[src/rtl/seq_det_pkg.sv]
// Shared defaults, FSM state type and fill-counter sizing for the serial step detector.
package seq_det_pkg;

  localparam int unsigned            SEQ_LEN_DEF     = 4;
  localparam logic [SEQ_LEN_DEF-1:0] SEQ_PATTERN_DEF = 4'b1011;
  localparam int unsigned            SEQ_CNT_W_DEF   = 8;
  localparam int unsigned            SEQ_FILL_W_DEF  = $clog2(SEQ_LEN_DEF + 1);

  typedef enum logic {
    FILLING = 1'b0,
    ARMED   = 1'b1
  } seq_state_e;

  // Fill counter has to reach LEN itself, hence LEN+1 codes.
  function automatic int unsigned fill_width(input int unsigned len);
    return $clog2(len + 1);
  endfunction

endpackage

[src/rtl/seq_step_detector_step_edge.sv]
// One-shot rising-edge extractor for the debounced step pulse; a held step yields a single enable.
module step_edge (
  input  logic clk_i,
  input  logic rst_ni,
  input  logic step_i,
  output logic edge_o
);

  logic step_dly_q;

  always_ff @(posedge clk_i or negedge rst_ni) begin
    if (!rst_ni) step_dly_q <= 1'b0;
    else         step_dly_q <= step_i;
  end

  assign edge_o = step_i & ~step_dly_q;

endmodule

[src/rtl/seq_step_detector.sv]
// Overlapping serial-pattern detector clocked by clk_in, advanced by step edges.
// Optional runtime pattern load via SEQ_PATTERN_LOAD_EN.
module seq_step_detector
  import seq_det_pkg::*;
#(
  parameter int unsigned     LEN     = SEQ_LEN_DEF,
  parameter logic [LEN-1:0]  PATTERN = SEQ_PATTERN_DEF,
  parameter int unsigned     CNT_W   = SEQ_CNT_W_DEF
) (
  input  logic             clk_in,
  input  logic             reset_n,
  input  logic             step,
  input  logic             bit_in,
  input  logic             clear,
`ifdef SEQ_PATTERN_LOAD_EN
  input  logic             pat_load,
  input  logic [LEN-1:0]   pat_in,
`endif
  output logic             detect,
  output logic             armed,
  output logic [CNT_W-1:0] match_cnt,
  output logic [LEN-1:0]   hist
);

  localparam int unsigned        FILL_W    = fill_width(LEN);
  localparam logic [FILL_W-1:0]  FILL_FULL = FILL_W'(LEN);

  logic              step_edge_w;
  logic [LEN-1:0]    pattern_w;

  logic [LEN-1:0]    hist_q,   hist_d;
  logic [FILL_W-1:0] fill_q,   fill_d;
  logic [CNT_W-1:0]  cnt_q,    cnt_d;
  logic              detect_q, detect_d;
  seq_state_e        state_q,  state_d;

  step_edge u_step_edge (
    .clk_i  (clk_in),
    .rst_ni (reset_n),
    .step_i (step),
    .edge_o (step_edge_w)
  );

`ifdef SEQ_PATTERN_LOAD_EN
  logic [LEN-1:0] pattern_q, pattern_d;

  always_ff @(posedge clk_in or negedge reset_n) begin
    if (!reset_n) pattern_q <= PATTERN;
    else          pattern_q <= pattern_d;
  end

  assign pattern_w = pattern_q;
`else
  assign pattern_w = PATTERN;
`endif

  always_comb begin
    hist_d   = hist_q;
    fill_d   = fill_q;
    cnt_d    = cnt_q;
    detect_d = 1'b0;
    state_d  = state_q;
`ifdef SEQ_PATTERN_LOAD_EN
    pattern_d = pattern_q;
`endif
    if (clear) begin
      hist_d  = '0;
      fill_d  = '0;
      cnt_d   = '0;
      state_d = FILLING;
    end
`ifdef SEQ_PATTERN_LOAD_EN
    else if (pat_load) begin
      pattern_d = pat_in;
      hist_d    = '0;
      fill_d    = '0;
      state_d   = FILLING;
    end
`endif
    else if (step_edge_w) begin
      hist_d = {hist_q[LEN-2:0], bit_in};
      if (fill_q != FILL_FULL) fill_d = fill_q + 1'b1;
      if (fill_d == FILL_FULL) state_d = ARMED;
      // Match is judged on the post-shift history so overlapping hits are seen.
      if ((fill_d == FILL_FULL) && (hist_d == pattern_w)) begin
        detect_d = 1'b1;
        if (!(&cnt_q)) cnt_d = cnt_q + 1'b1;
      end
    end
  end

  always_ff @(posedge clk_in or negedge reset_n) begin
    if (!reset_n) begin
      hist_q   <= '0;
      fill_q   <= '0;
      cnt_q    <= '0;
      detect_q <= 1'b0;
      state_q  <= FILLING;
    end else begin
      hist_q   <= hist_d;
      fill_q   <= fill_d;
      cnt_q    <= cnt_d;
      detect_q <= detect_d;
      state_q  <= state_d;
    end
  end

  assign detect    = detect_q;
  assign armed     = (state_q == ARMED);
  assign match_cnt = cnt_q;
  assign hist      = hist_q;

endmodule
[config.mk]
export PLATFORM = sky130hd
export DESIGN_NAME = seq_step_detector
export DESIGN_NICKNAME = d
export VERILOG_FILES = /design/src/rtl/seq_det_pkg.sv /design/src/rtl/seq_step_detector_step_edge.sv /design/src/rtl/seq_step_detector.sv
export SDC_FILE = /design/constraint.sdc
export NUM_CORES = 1
export LEC_CHECK = 0
export BUFFER_PORTS_ARGS = -buffer_cell sky130_fd_sc_hd__buf_4
export CAP_MARGIN = 20
export CORE_MARGIN = 8
export CORE_UTILIZATION = 56
export CTS_CLUSTER_DIAMETER = 200
export CTS_CLUSTER_SIZE = 24
export DETAILED_ROUTE_END_ITERATION = 8
export HOLD_SLACK_MARGIN = 0.15
export PLACE_DENSITY = 0.9
export RECOVER_POWER = 50
export SLEW_MARGIN = 15
export SYNTH_ARGS = -nofsm -noshare
export SYNTH_HDL_FRONTEND = slang
export SYNTH_SLANG_ARGS = --single-unit
[constraint.sdc]
create_clock -name clk_in -period 3.84 [get_ports clk_in]
set_clock_uncertainty 0.2 [all_clocks]
set_input_delay 0 -clock clk_in [delete_from_list [all_inputs] [get_ports clk_in]]
set_output_delay 0 -clock clk_in [all_outputs]
set_load 0.05 [all_outputs]
==> reports/qor.txt, run 1 <==
first-pass GRT wire length = 3460 um
Seq pwr share = 0.565
DRT Wirelength = 2030 um
switching share of power = 0.237
hold buffer count at cts = 6
largest net degree at the start of global routing = 21
initial antenna violation count = 0
Core Area = 1650 sq um
Initial DRC Count = 13
DRC Markers = 0
GRT Total Usage = 0.129
worst slew margin relative to its limit = 0.460
post-route setup slack = 1.06 ns
Vias/cell = 5.86
Internal Pwr Total = 263 uW
H-tree depth = 1
Final Util = 0.664
CP Data Required Time = 3.84 ns
Synth async-reset ratio = 1.00
GPL Wtd Cong = 0.779
worst skew pair latency = 0.30 ns
HP Class = input pin to register
YS warnings = 0
total power = 345 uW
setup repair after global routing missed its margin = false
grt ovf = 0
design area = 1100 sq um
Initial Util = 0.575
Clock Sink Count = 18
placed wire-length estimate = 1300 um
CTS buffer count = 3
placed inst area = 1060 sq um
worst path arrival time = 2.78 ns
VDD IR max = 0.289 mV
cell taking the most area after synthesis = dfrtp_1
post-DR wirelength/cell = 14.8 um
Post-synth EDFFs = 0
nets = 129
critical path launch point type = register
Cell Area, Synth = 950 sq um
leakage = 0.449 nW
Vias = 803
placed insts = 127
vias in the first global route = 761
I/O pin count = 19
cells resized by post-CTS repair = 0
Clock Root Buffer = clkbuf_4
dominant synthesized flop cell = dfrtp_1
Setup WS pre-CTS = 1.09 ns
die area = 3270 sq um
Fin. Hold Viols = 0
area grow syn2layout = 15.5%
synthesized area per cell = 9.89 sq um
# diodes = 0
Min Hold Slack = 0.191 ns
Mapped Nets = 104
CTS tree = done
Top delay family on crit path = simple AND/OR/NAND/NOR gates
CP Class = register to register
post-synthesis sequential area ratio = 0.474
Synth top area share = 0.474
Slew Viols, Final = 0
Unique masters post-synth = 28
antenna viol nets, final = 0
Die Wd = 57.2 um
max frequency = 359 MHz
Post-CTS Setup Inserts = 0
standard-cell rows = 15
power per cell area = 314 nW/um^2
# port buffers = 18
Final min period = 2.78 ns
top area cells in the synthesized netlist = dfrtp_1, a21oi_1, nand2_1
layout cells sized above 1 = 0.108
fin crit share = 0.725
final setup TNS = 0 ns
Layout Cells excl Fill = 137
Worst-Margin Slew = 0.807 ns
Max FO, Critical Path = 15
P_sw = 81.6 uW
Reg clk slew, reported paths = 0.10 ns
status = finished, final reports clean
TritonRoute pass-1 iters = 4
number of synthesized register bits = 18
total of max-cap violations = 0
clock network power share = 0.345
Mapped Cells = 96
Bufs on Longest Clock Path = 2
Critical Path Sink Type = register
max incr delay on CP = 0.47 ns
Final setup violation count = 0
die height = 57.2 um
crit path buf inv count = 1
critical path's slowest cell = or3b_2
CP Cell Sequence = inv_1 -> ha_1 -> or3b_2 -> a311o_1 -> nor4_1 -> mux2_2
combinational power share = 0.090
power by group through the flow:
stage	sequential, mW	combinational (mW)	clock, mW
floorplan	0.200	0.0154	0
global placement	0.198	0.0265	0
detailed placement	0.198	0.0273	0
CTS	0.195	0.0323	0.120
global route	0.195	0.0348	0.129
finish	0.195	0.0310	0.119
routing by layer:
| layer | routed length, um | GRT usage | up-vias |
|---|---|---|---|
| li1 | - | - | 392 |
| met1 | 889 | 0.156 | 392 |
| met2 | 1040 | 0.209 | 14 |
| met3 | 63 | 0.0310 | 5 |
| met4 | 38 | 0.0604 | 0 |
| met5 | 0 | 0 | - |
logic make-up (layout without fill, tap and decap cells):
group,Yosys count,count (layout),synth area share
DFF,18,18,0.474
AOI/OAI and AO/OA,21,21,0.130
and+or+nand+nor,41,41,0.240
buffers and inverters,9,33,0.0712
muxes,3,3,0.0356
xor gates and xnor gates,1,1,0.00922
adders and majority gates,3,3,0.0395
Yosys cell counts, types with 2 or more instances:
master    number
inv_1          5
nor2b_1        4
mux2_2         3
ha_1           3
nand2_1       12
a21oi_1       14
nor3_1         4
o31ai_1        3
nor2_1         4
o21ai_0        2
or3_1          2
nand3_1        3
or4_1          3
clkbuf_8       3
dfrtp_1       18
flip-flops by register name, summed over array words and instances (netlist names):
signal / count
match_cnt: 8
hist: 4
fill_q: 3
armed: 1
detect: 1
u_step_edge.step_dly_q: 1
worst paths after layout:
| check | slack, ns | to | depth (start not counted) | start |
|---|---|---|---|---|
| hold / removal | 0.19 | u_step_edge.step_dly_q | 2 | step |
| min in group asynchronous | 0.68 | match_cnt[5] | 3 | reset_n |
| setup / recovery | 1.06 | match_cnt[5] | 6 | fill_q[0] |
| hold reg to reg | 0.32 | armed | 2 | armed |
| setup reg to reg | 1.06 | match_cnt[5] | 6 | fill_q[0] |
| max in group asynchronous | 2.26 | detect | 3 | reset_n |
layout by cell type (no fill, tap or decap), types with 4 or more instances in the layout:
cell and instances:
nor3_1 4, dfrtp_1 18, dlygate4sd3_1 6, nor2b_1 4, a21oi_1 14, clkbuf_1 15, clkbuf_4 4, nand2_1 12
inv_1 5, nor2_1 4
layout make-up:
cell class                      count  area (sq um)
Clock buffer                        4          36.3
Fill cell                         144           554
Inverter                            5          18.8
Multi-Input combinational cell     69           432
Sequential cell                    18           450
Tap cell                           17          21.3
Timing Repair Buffer               24           139
No activity file was read; power rests on OpenSTA's default activity.
==> run 2, diff against run 1 <==
Settings changed: CORE_UTILIZATION 56 to 52, PLACE_DENSITY 0.9 to 0.85.
Clock period 3.84 ns to 2.85 ns, I/O delays scaled along.
==> reports/qor.txt, run 2 (synthesis gave the netlist of run 1 again) <==
Reg clk slew, reported paths = 0.11 ns
Max FO, Critical Path = 15
Register Area = 450 sq um
max incr delay on CP = 0.46 ns
Critical Path Sink Type = register
most frequent cells in the layout = dfrtp_1, clkbuf_1, a21oi_1
fin crit share = 0.947
VDD IR max = 0.316 mV
power per cell area = 416 nW/um^2
initial antenna violation count = 0
Clock Root Buffer = clkbuf_4
final setup TNS = 0 ns
CTS buffer count = 3
TritonRoute pass-1 iters = 4
die area = 3450 sq um
layout cells sized above 1 = 0.125
antenna viol nets, final = 0
placed inst area = 1070 sq um
placed wire-length estimate = 1440 um
design area = 1110 sq um
Slew Viols, Final = 0
post-route setup slack = 0.151 ns
Bufs on Longest Clock Path = 2
leakage = 0.449 nW
standard-cell rows = 15
Final setup violation count = 0
grt ovf = 0
Final min period = 2.70 ns
DRC Markers = 0
Core Area = 1730 sq um
area grow syn2layout = 17.4%
max frequency = 370 MHz
largest net degree at the start of global routing = 21
GPL Wtd Cong = 0.791
worst skew pair latency = 0.29 ns
Clock Sink Count = 18
# port buffers = 18
Vias/cell = 5.59
# diodes = 0
DRT Wirelength = 2280 um
H-tree depth = 1
Initial Util = 0.550
status = finished, final reports clean
setup repair after global routing missed its margin = false
vias in the first global route = 783
Vias = 811
CP Class = register to register
critical path's slowest cell = or3b_2
CP Data Required Time = 2.84 ns
CTS tree = done
worst slew margin relative to its limit = 0.434
Initial DRC Count = 14
Layout Cells excl Fill = 145
Die Wd = 58.7 um
Filler cells = 155
GRT Total Usage = 0.137
critical path launch point type = register
post-DR wirelength/cell = 15.7 um
Fin. Hold Viols = 0
CP Cell Sequence = inv_1 -> ha_1 -> or3b_2 -> a311o_2 -> nor4_2 -> mux2_2
max reg flops = 8
first-pass GRT wire length = 3680 um
HP Class = input pin to register
Worst-Margin Slew = 0.846 ns
placed insts = 135
total power = 463 uW
leading cell type in the layout, fill and taps excluded = dfrtp_1
I/O pin count = 19
Setup WS pre-CTS = 0.0974 ns
die height = 58.7 um
nets = 129
total of max-cap violations = 0
worst path arrival time = 2.68 ns
area of the multi-input gates = 439 sq um
run 2: timing repair:
action	CTS	global route
setup buffers	0	0
gates resized for setup	0	2
hold endpoints to repair	36	0
setup endpoints to repair	0	2
hold buffers	6	0
run 2: metrics by stage:
step	hold WS (ns)	utilization
global placement	-0.323	0.618
detailed placement	-0.316	0.618
CTS	0.190	0.674
floorplan	-0.496	-
global route	0.235	0.646
finish	0.228	0.646
run 2: path summary, 6_finish.rpt:
path                       slack, ns       from                endpoint  cells after the start
min reg2reg                     0.34    hist[3]                 hist[3]                      2
min in group asynchronous       0.70    reset_n                   armed                      3
max in group asynchronous       1.23    reset_n            match_cnt[6]                      3
max reg2reg                     0.15  fill_q[0]            match_cnt[5]                      6
min                             0.23       step  u_step_edge.step_dly_q                      2
max                             0.15  fill_q[0]            match_cnt[5]                      6
run 2: worst max-delay path, delay by kind of cell (launching register included):
family / cells / cell delay (ns)
muxes: 1 / 0.36
buffers and inverters: 1 / 0.07
adders and majority gates: 1 / 0.30
and+or+nand+nor: 2 / 0.76
AOI/OAI and AO/OA: 1 / 0.44
DFF: 1 / 0.45
run 2: report_power, final:
| group | internal [mW] | total, mW | switching (mW) |
|---|---|---|---|
| combinational | 0.0177 | 0.0427 | 0.0250 |
| sequential | 0.259 | 0.263 | 0.00397 |
| clock | 0.0779 | 0.158 | 0.0800 |
run 2: layout make-up:
class | instances | share of cell area
clock buffers | 4 | 0.0325
multi-input cells | 69 | 0.394
flip-flops and latches | 18 | 0.404
well taps | 25 | 0.0281
inverters | 5 | 0.0168
repair buffers | 24 | 0.125
run 2: routing by layer:
layer  up-vias  global-route usage  share of wire
li1        389                   -              -
met1       402               0.165           0.43
met2        15               0.238           0.53
met3         5              0.0217          0.025
met4         0              0.0512          0.015
met5         -                   0              0
